File: src/rtl/fifo_burst_reader_if.sv
// rtl/fifo_burst_reader_if.sv - FIFO read port and output stream bundle for fifo_burst_reader
interface fifo_burst_reader_if #(
    parameter int WIDTH = 8
);
    logic             fifo_empty;
    logic             fifo_r_en;
    logic [WIDTH-1:0] fifo_rdata;
    logic             m_valid;
    logic [WIDTH-1:0] m_data;
    logic             m_last;
    logic             m_ready;

    modport master (
        input  fifo_empty,
        input  fifo_rdata,
        input  m_ready,
        output fifo_r_en,
        output m_valid,
        output m_data,
        output m_last
    );

    modport slave (
        output fifo_empty,
        output fifo_rdata,
        output m_ready,
        input  fifo_r_en,
        input  m_valid,
        input  m_data,
        input  m_last
    );
endinterface

File: src/rtl/fifo_burst_reader.sv
// rtl/fifo_burst_reader.sv - pops len words from the dual-clock FIFO read port onto a valid/ready stream
// Optional blocked-read counter output underrun_cnt under FIFO_BURST_RD_UNDERRUN_CNT_EN.
module fifo_burst_reader #(
    parameter int WIDTH = 8,
    parameter int LEN_W = 8
) (
    input  logic                rclk,
    input  logic                rrst,
    input  logic                start,
    input  logic [LEN_W-1:0]    len,
    output logic                busy,
    output logic                done,
`ifdef FIFO_BURST_RD_UNDERRUN_CNT_EN
    output logic [15:0]         underrun_cnt,
`endif
    fifo_burst_reader_if.master bus
);

    typedef enum logic [1:0] {
        ST_IDLE  = 2'd0,
        ST_RUN   = 2'd1,
        ST_DRAIN = 2'd2
    } state_t;

    localparam logic [LEN_W-1:0] ONE = LEN_W'(1);

    state_t           state_q;
    state_t           state_d;
    logic [LEN_W-1:0] len_q;
    logic [LEN_W-1:0] issued_q;
    logic [LEN_W-1:0] delivered_q;
    logic             inflight_q;
    logic [1:0]       occ_q;
    logic [WIDTH-1:0] slot_q [3];
    logic [1:0]       wr_ptr_q;
    logic [1:0]       rd_ptr_q;
    logic             done_q;
    logic             done_d;
    logic             rd_en;

    logic             room;
    logic             want;
    logic             push;
    logic             pop;
    logic             accept;
    logic             zero_req;
    logic             last_beat;

    function automatic logic [1:0] ptr_inc(input logic [1:0] p);
        return (p == 2'd2) ? 2'd0 : p + 2'd1;
    endfunction

    // Credits: words already buffered plus the one possibly returning from the FIFO.
    assign room      = ({1'b0, occ_q} + {2'b00, inflight_q}) < 3'd3;
    assign want      = issued_q < len_q;
    assign push      = inflight_q;
    assign pop       = bus.m_valid && bus.m_ready;
    assign accept    = (state_q == ST_IDLE) && start && (len != '0);
    assign zero_req  = (state_q == ST_IDLE) && start && (len == '0);
    assign last_beat = pop && (delivered_q == len_q - ONE);

    always_comb begin
        state_d = state_q;
        rd_en   = 1'b0;
        done_d  = 1'b0;
        case (state_q)
            ST_IDLE: begin
                if (accept) begin
                    state_d = ST_RUN;
                end
                if (zero_req) begin
                    done_d = 1'b1;
                end
            end
            ST_RUN: begin
                rd_en = !bus.fifo_empty && want && room;
                if (rd_en && (issued_q + ONE == len_q)) begin
                    state_d = ST_DRAIN;
                end
            end
            ST_DRAIN: begin
                if (last_beat) begin
                    state_d = ST_IDLE;
                    done_d  = 1'b1;
                end
            end
            default: begin
                state_d = ST_IDLE;
            end
        endcase
    end

    always_ff @(posedge rclk or posedge rrst) begin
        if (rrst) begin
            state_q     <= ST_IDLE;
            done_q      <= 1'b0;
            len_q       <= '0;
            issued_q    <= '0;
            delivered_q <= '0;
            inflight_q  <= 1'b0;
            occ_q       <= 2'd0;
            wr_ptr_q    <= 2'd0;
            rd_ptr_q    <= 2'd0;
            slot_q[0]   <= '0;
            slot_q[1]   <= '0;
            slot_q[2]   <= '0;
        end else begin
            state_q    <= state_d;
            done_q     <= done_d;
            inflight_q <= rd_en;

            if (accept) begin
                len_q       <= len;
                issued_q    <= '0;
                delivered_q <= '0;
            end else begin
                if (rd_en) begin
                    issued_q <= issued_q + ONE;
                end
                if (pop) begin
                    delivered_q <= delivered_q + ONE;
                end
            end

            case ({push, pop})
                2'b10:   occ_q <= occ_q + 2'd1;
                2'b01:   occ_q <= occ_q - 2'd1;
                default: occ_q <= occ_q;
            endcase

            if (push) begin
                slot_q[wr_ptr_q] <= bus.fifo_rdata;
                wr_ptr_q         <= ptr_inc(wr_ptr_q);
            end
            if (pop) begin
                rd_ptr_q <= ptr_inc(rd_ptr_q);
            end
        end
    end

    assign busy          = (state_q != ST_IDLE);
    assign done          = done_q;
    assign bus.fifo_r_en = rd_en;
    assign bus.m_valid   = (occ_q != 2'd0);
    assign bus.m_data    = slot_q[rd_ptr_q];
    assign bus.m_last    = bus.m_valid && (delivered_q == len_q - ONE);

`ifdef FIFO_BURST_RD_UNDERRUN_CNT_EN
    logic [15:0] underrun_q;
    logic        blocked;

    // A read that only the empty flag held back.
    assign blocked = (state_q == ST_RUN) && want && room && bus.fifo_empty;

    always_ff @(posedge rclk or posedge rrst) begin
        if (rrst) begin
            underrun_q <= 16'h0000;
        end else if ((state_q == ST_IDLE) && start) begin
            underrun_q <= 16'h0000;
        end else if (blocked && (underrun_q != 16'hFFFF)) begin
            underrun_q <= underrun_q + 16'h0001;
        end
    end

    assign underrun_cnt = underrun_q;
`endif

    a_no_overflow: assert property (@(posedge rclk) disable iff (rrst)
        ({1'b0, occ_q} + {2'b00, inflight_q}) <= 3'd3);

    a_no_full_push: assert property (@(posedge rclk) disable iff (rrst)
        !(push && !pop && (occ_q == 2'd3)));

endmodule
File: src/flat_wrapper.sv
// flat-port wrapper written by rule: the top's interface ports become plain ports
module fifo_burst_reader_flat 
#(
    parameter int WIDTH = 8,
    parameter int LEN_W = 8
)
  (rclk, rrst, start, len, busy, done, bus_fifo_empty, bus_fifo_rdata, bus_m_ready, bus_fifo_r_en, bus_m_valid, bus_m_data, bus_m_last);
  fifo_burst_reader_if #(.WIDTH(WIDTH)) bus_i ();
  input  logic rclk;
  input  logic rrst;
  input  logic start;
  input  logic [LEN_W-1:0] len;
  output logic busy;
  output logic done;
  input wire logic [$bits(bus_i.fifo_empty)-1:0] bus_fifo_empty;
  input wire logic [$bits(bus_i.fifo_rdata)-1:0] bus_fifo_rdata;
  input wire logic [$bits(bus_i.m_ready)-1:0] bus_m_ready;
  output wire logic [$bits(bus_i.fifo_r_en)-1:0] bus_fifo_r_en;
  output wire logic [$bits(bus_i.m_valid)-1:0] bus_m_valid;
  output wire logic [$bits(bus_i.m_data)-1:0] bus_m_data;
  output wire logic [$bits(bus_i.m_last)-1:0] bus_m_last;
  assign bus_i.fifo_empty = bus_fifo_empty;
  assign bus_i.fifo_rdata = bus_fifo_rdata;
  assign bus_i.m_ready = bus_m_ready;
  assign bus_fifo_r_en = bus_i.fifo_r_en;
  assign bus_m_valid = bus_i.m_valid;
  assign bus_m_data = bus_i.m_data;
  assign bus_m_last = bus_i.m_last;
  fifo_burst_reader #(.WIDTH(WIDTH), .LEN_W(LEN_W)) u_core (.rclk(rclk), .rrst(rrst), .start(start), .len(len), .busy(busy), .done(done), .bus(bus_i));
endmodule
File: config.mk
export PLATFORM = sky130hd
export DESIGN_NAME = fifo_burst_reader_flat
export DESIGN_NICKNAME = d
export VERILOG_FILES = /design/src/rtl/fifo_burst_reader_if.sv /design/src/rtl/fifo_burst_reader.sv /design/src/flat_wrapper.sv
export SDC_FILE = /design/constraint.sdc
export NUM_CORES = 1
export LEC_CHECK = 0
export ABC_CLOCK_PERIOD_IN_PS = 2680
export CORE_ASPECT_RATIO = 0.6
export CORE_MARGIN = 3
export CORE_UTILIZATION = 50
export CTS_BUF_LIST = sky130_fd_sc_hd__clkbuf_4
export CTS_CLUSTER_DIAMETER = 60
export CTS_CLUSTER_SIZE = 12
export DETAILED_ROUTE_END_ITERATION = 12
export PLACE_DENSITY_LB_ADDON = 0.3
export SLEW_MARGIN = 5
export SYNTH_ARGS = -nofsm -noshare
export SYNTH_HDL_FRONTEND = slang
export SYNTH_SLANG_ARGS = --single-unit
File: constraint.sdc
create_clock -name rclk -period 2.68 [get_ports rclk]
set_input_delay 0.536 -clock rclk [delete_from_list [all_inputs] [get_ports rclk]]
set_output_delay 0.536 -clock rclk [all_outputs]
set_load 0.02 [all_outputs]
---- After elaboration in Yosys (flattened, before gate mapping) ----
Cells that the tools add are included.
storage, ports and cells
  output and inout bits ................... 13
  word-level logic and storage cells ...... 79
  flip-flop bits (word level) ............. 58
cells by class
  order comparisons ....................... 5
  bitwise operators ....................... 2
  add/subtract/negate cells ............... 8
  equal/unequal tests ..................... 11
  reduce and logical (&&, ||, !) cells .... 20
  multiplexer cells ....................... 21
operators with widths
  kind                                                       number
  two-way mux 8 bit                                          7
  bitwise mux 24 bit                                         1
  adder 8 x 1 -> 8 bit (second input constant)               2
  binary-select mux 8 bit (select 2 bit)                     1
  demux 8 bit (select 2 bit)                                 1
  equality test 8 bit                                        2
  logical AND 1 bit                                          10
  two-way mux 2 bit                                          5
  nonzero test 2 bit                                         5
  equality test 2 bit (second input constant)                4
  zero test 8 bit                                            1
  < comparator 8 bit                                         1
  nonzero test 8 bit                                         1
  subtractor 8 x 1 -> 8 bit (second input constant)          1
  adder 2 x 1 -> 2 bit (second input constant)               3
  greater-or-equal comparator 3 bit (second input constant)  2
  inequality test 2 x 1 -> 1 bit (second input constant)     3
  NOT 2 -> 3 bit                                             2
  case mux 2 bit (3 select lines)                            1
  equality test 2 x 1 -> 1 bit (second input constant)       2
  case mux 2 bit (2 select lines)                            1
  adder 2 x 1 -> 3 bit                                       1
  < comparator 3 x 1 -> 1 bit (second input constant)        1
  < comparator 3 x 2 -> 1 bit (second input constant)        1
  6 further kinds                                            8

---- Logic depth before layout (Yosys ltp) ----
  depth in word-level cells ............... 6
  depth in mapped cells ................... 9
  depth with buffers taken out ............ 8

---- Worst setup path before layout ----
Ideal clock, no wire load.
  path kind ............................... register to output
  start ................................... reg u_core.len_q[0]
  end ..................................... out bus_m_last
  stages on the path, launching flop included .. 8
  path buffers ............................ 1
  data arrival time ....................... 2120 ps
  path slack .............................. 24 ps
  path through ............................ dfrtp_1 -> inv_1 -> ha_1 -> clkbuf_1 -> o21bai_1 -> a2111oi_0 -> a311oi_1 -> a211oi_1
between the ends
  cells in the longest elaborated chain, start to end .. 3
RTL lines
  what                       line                      RTL
  start: declaration         fifo_burst_reader.sv:29   logic [LEN_W-1:0] len_q;
  start signal: assignment   fifo_burst_reader.sv:113  len_q <= len;
  subtractor 8 x 1 -> 8 bit  fifo_burst_reader.sv:146  assign bus.m_last = bus.m_valid && (delivered_q == len_q - ONE);
  equality test 8 bit        fifo_burst_reader.sv:146
  logical AND 1 bit          fifo_burst_reader.sv:146
  end: declaration           flat_wrapper.sv:21        output wire logic [$bits(bus_i.m_last)-1:0] bus_m_last;
Every way passes these cells.

---- Worst setup path in the final report ----
  start ................................... reg u_core.inflight_q
  end ..................................... out bus_fifo_r_en
between the ends
  cells in the longest elaborated chain, start to end .. 4
RTL lines
  what                         line                      RTL
  start: declaration           fifo_burst_reader.sv:32   logic inflight_q;
  start signal: assignment     fifo_burst_reader.sv:110  inflight_q <= rd_en;
  adder 2 x 1 -> 3 bit         fifo_burst_reader.sv:54   assign room = ({1'b0, occ_q} + {2'b00, inflight_q}) < 3'd3;
  < comparator 3 x 2 -> 1 bit  fifo_burst_reader.sv:54
  logical AND 1 bit            fifo_burst_reader.sv:76   rd_en = !bus.fifo_empty && want && room;
  two-way mux 1 bit            fifo_burst_reader.sv:66   case (state_q)
  end: declaration             flat_wrapper.sv:18        output wire logic [$bits(bus_i.fifo_r_en)-1:0] bus_fifo_r_en;
Every way passes these cells.

==> out/results.md <==
- **run status** completed
- **synthesis-to-layout area growth** 28.76%
- **per-cell via count in the routed design** 5.445
- **area of combinational cells with multiple inputs** 1782 um^2
- **clock latency at the later pin of the worst-skew pair** 0.41 ns
- **Final #Nets** 431
- **actual transition at the worst max-transition pin** 0.8161 ns
- **num ports** 34
- **setup violation total in the final timing report** 0
- **share of the yosys chip area belonging to registers** 0.4443
- **ordered cell list for the critical path** ha_2 -> ha_4 -> a22o_1 -> nor4_4 -> and2_4 -> nand2_4 -> inv_2 -> buf_6
- **part of the total power dissipated in sequential elements** 0.310
- **period utilization** 0.9746
- **total wire length after detailed routing** 8.088 mm
- **clock root buffer master** sky130_fd_sc_hd__clkbuf_4
- **setup repair after global routing missed its margin** yes
- **WP buf/inv** 2
- **Synth Flop Type** sky130_fd_sc_hd__dfrtp_1
- **effective utilization at floorplan** 0.5251
- **Fmax** 382.9 MHz
- **Critical R2R Launch** u_core.issued_q[1]
- **clock network fraction of design power** 0.128
- **number of cells produced by synthesis** 324
- **post-placement setup slack** -0.1626 ns
- **# H-tree levels** 3
- **num rows** 22
- **beginning of the critical path** u_core.inflight_q
- **Hold Vio Cnt, Final** 0
- **post-DR wirelength/cell** 16.68 um
- **CP max-delay cell** sky130_fd_sc_hd__dfrtp_1
- **category of cells accounting for the largest share of critical-path delay** simple AND/OR/NAND/NOR gates
- **overall track demand over capacity in global routing** 0.2217
- **gr ovfl total** 0
- **number of warnings printed during yosys synthesis** 0
- **Clock Sinks** 58
- **die extent in x** 110.4 um
- **Antenna Nets Post-Route** 0
- **antenna violations before repair** 0
- **synthesized net count** 359
- **clock buffers created by TritonCTS** 9
- **endpoint class of the critical path** output port
- **power spent charging and discharging nets** 2.003 mW
- **worst path required time** 2.14 ns
- **antenna fix cells** 0
- **clock tree from TritonCTS** yes
- **number of buffers between clock root and the deepest sink** 2
- **post-synthesis average cell area** 10.08 um^2
- **proportion of register bits with asynchronous set or reset after synthesis** 1.000
- **kind of critical path** flip-flop to output port
- **global-route wire length before repair** 12.32 mm
- **cell internal pwr** 2.882 mW
- **sequential cell area** 1453 um^2
- **overall via count from detail_route** 2641
- **cell type with the largest total area after synthesis** sky130_fd_sc_hd__dfrtp_1
- **number of global-route vias before repair** 2456
- **Design Area, Final** 4207 um^2
- **max-cap violations** 0
- **share of cells above drive strength 1** 0.2768
- **maximum number of pins on one net before global-route repair** 52
- **detailed-placement wirelength estimate** 5.763 mm
- **Clock Pin Slew Worst Setup and Hold Paths** 0.10 ns
- **placer's final routability congestion estimate** 0.8696
- **area of the mapped netlist** 3267 um^2
- **number of fill cells** 512
- **Worst Path Arrival** 2.08 ns
- **FF+latch count, synth** 58
- **startpoint class of the critical path** flip-flop
- **drc violations** 0
- **Cell Pwr Density** 1161 nW/um^2
- **final critical delay including setup and external delays** 2.612 ns
- **Vert. Die Dim** 68.61 um
- **placeable core area** 6221 um^2
- **area share of the largest cell type after synthesis** 0.4443
- **Hold-fix buffers, CTS** 0
- **leakage power of the design** 1.918 nW
- **count of final max-slew check failures** 0
- **largest stage delay on the critical path** 0.42 ns
- **number of buffer cells added on primary ports** 33
- **number of enable flip-flop cells after synthesis** 0
- **instance area after placement** 3918 um^2
- **Switching Share** 0.4100
- **number of different library cells in the post-synthesis netlist** 48
- **die area** 7571 um^2
- **Slew Limit Headroom** 0.4530
- **main area contributors after synthesis** sky130_fd_sc_hd__dfrtp_1 44%, sky130_fd_sc_hd__mux2_2 8.6%, sky130_fd_sc_hd__ha_1 5.4%
- **number of violations reported at the end of detailed-routing iteration 0** 170
- **final worst setup slack** 0.06807 ns
- **class of the tightest hold or removal check** primary input to async pin
- **maximum resistive drop on vdd** 0.4841 mV
- **clock skew** 0.01592 ns
- **router iterations before antenna repair** 4
- **largest fanout of any net on the critical path** 2
- **combinational share of power** 0.562
-- timing repair --
action	CTS	global route
pin swaps	2	4
buffers inserted	2	4
resized for setup	18	19
endpoints found under the setup margin	6	10
-- power groups by stage --
stage,Clock [mW],Combinational (mW),Sequential [mW]
after floorplan,0,1.60,1.46
after global placement,0,2.42,1.50
after detailed placement,0,2.48,1.53
after CTS,0.641,2.54,1.52
after global routing,0.684,3.01,1.56
final,0.623,2.75,1.52
-- per-layer routing --
layer,up-vias,global-route usage,share of wire
li1,1286,-,-
met1,1274,0.3300,0.47
met2,67,0.3119,0.44
met3,14,0.07070,0.071
met4,0,0.05069,0.013
met5,-,0,0
-- Yosys cell counts (all sizes together), types with 5 or more instances --
cell	n
mux2i	10
a21oi	6
nand3	9
o21ai	25
nor2	26
xnor2	15
nand2b	6
mux2	25
nor3	5
inv	17
xor2	15
buf	5
nand4	6
ha	14
clkbuf	8
nand2	32
and3	5
dfrtp	58
-- worst paths after layout --
path / to / slack, ns / depth (start not counted)
hold / removal: u_core.len_q[2] / 0.34 / 2
hold reg to reg: u_core.slot_q[6] / 0.51 / 1
min in group rclk: u_core.slot_q[6] / 0.51 / 1
setup / recovery: bus_fifo_r_en / 0.07 / 8
max in group asynchronous: u_core.rd_ptr_q[0] / 1.82 / 3
setup reg to reg: u_core.state_q[0] / 0.34 / 8
-- cell families (layout without fill, tap and decap cells) --
group / count (synthesis) / in the layout / synth area share
muxes: 35 / 35 / 0.1168
DFF: 58 / 58 / 0.4443
AOI/OAI and AO/OA: 51 / 51 / 0.1030
xor gates and xnor gates: 30 / 30 / 0.08043
and+or+nand+nor: 106 / 106 / 0.1624
adders and majority gates: 14 / 14 / 0.05362
buffers and inverters: 30 / 107 / 0.03944
-- through the flow --
| step | cells | setup TNS [ns] | power (mW) | hold slack [ns] | utilization |
|---|---|---|---|---|---|
| floorplan | 324 | 0 | 3.068 | 0.4612 | - |
| global placement | 463 | -0.1558 | 3.922 | 0.4864 | 0.6297 |
| detailed placement | 463 | -0.2199 | 4.011 | 0.4932 | 0.6297 |
| CTS | 481 | 0 | 4.697 | 0.3213 | 0.6567 |
| global route | 485 | -0.1386 | 5.259 | 0.3146 | 0.6762 |
| finish | 485 | 0 | 4.884 | 0.3433 | 0.6762 |
-- cell usage in the layout (no fill, tap or decap), types with 2 or more instances in the layout --
cell type and instances:
sky130_fd_sc_hd__clkdlybuf4s50_1 26, sky130_fd_sc_hd__dlymetal6s2s_1 5, sky130_fd_sc_hd__nand2_1 31, sky130_fd_sc_hd__or2_2 3, sky130_fd_sc_hd__or3_1 2, sky130_fd_sc_hd__nor2b_1 2, sky130_fd_sc_hd__nor3_2 2, sky130_fd_sc_hd__nand3_1 8
sky130_fd_sc_hd__and2_1 2, sky130_fd_sc_hd__or4_1 2, sky130_fd_sc_hd__xor2_1 15, sky130_fd_sc_hd__clkbuf_4 9, sky130_fd_sc_hd__nor4_4 2, sky130_fd_sc_hd__a21o_1 2, sky130_fd_sc_hd__o211ai_1 3, sky130_fd_sc_hd__nor2_1 24
sky130_fd_sc_hd__nor2_2 2, sky130_fd_sc_hd__mux2_2 25, sky130_fd_sc_hd__inv_1 13, sky130_fd_sc_hd__a22o_1 2, sky130_fd_sc_hd__buf_4 40, sky130_fd_sc_hd__mux2i_1 10, sky130_fd_sc_hd__clkinvlp_4 3, sky130_fd_sc_hd__a21oi_1 6
sky130_fd_sc_hd__nand2b_1 6, sky130_fd_sc_hd__xnor2_1 15, sky130_fd_sc_hd__dfrtp_1 57, sky130_fd_sc_hd__o21ai_0 25, sky130_fd_sc_hd__inv_2 4, sky130_fd_sc_hd__ha_1 11, sky130_fd_sc_hd__nor3_1 3, sky130_fd_sc_hd__buf_6 2
sky130_fd_sc_hd__ha_4 2, sky130_fd_sc_hd__and3_1 5, sky130_fd_sc_hd__nand4_1 6
-- layout make-up --
type	count	area share
Multi-Input combinational cell	236	0.4236
Sequential cell	58	0.3453
Timing Repair Buffer	74	0.1582
Tap cell	84	0.02499
Clock inverter	7	0.01666
Clock buffer	9	0.01606
Inverter	17	0.01517
-- worst reg2reg max path: stages (launching register included) --
cell and delay [ns]:
sky130_fd_sc_hd__dfrtp_1 0.41, sky130_fd_sc_hd__buf_4 0.15, sky130_fd_sc_hd__ha_1 0.23, sky130_fd_sc_hd__nand3_1 0.16
sky130_fd_sc_hd__nor2_2 0.19, sky130_fd_sc_hd__xnor2_1 0.09, sky130_fd_sc_hd__or4_4 0.49, sky130_fd_sc_hd__a2111oi_4 0.39
sky130_fd_sc_hd__o21ai_0 0.13
-- sequential cells by signal, indices dropped and copies added, names as in the netlist, 2 cells and up --
name / flops
u_core.occ_q: 2
u_core.len_q: 8
u_core.state_q: 2
u_core.issued_q: 8
u_core.delivered_q: 8
u_core.slot_q: 24
u_core.rd_ptr_q: 2
u_core.wr_ptr_q: 2
Power figures use the tool's default switching activity.
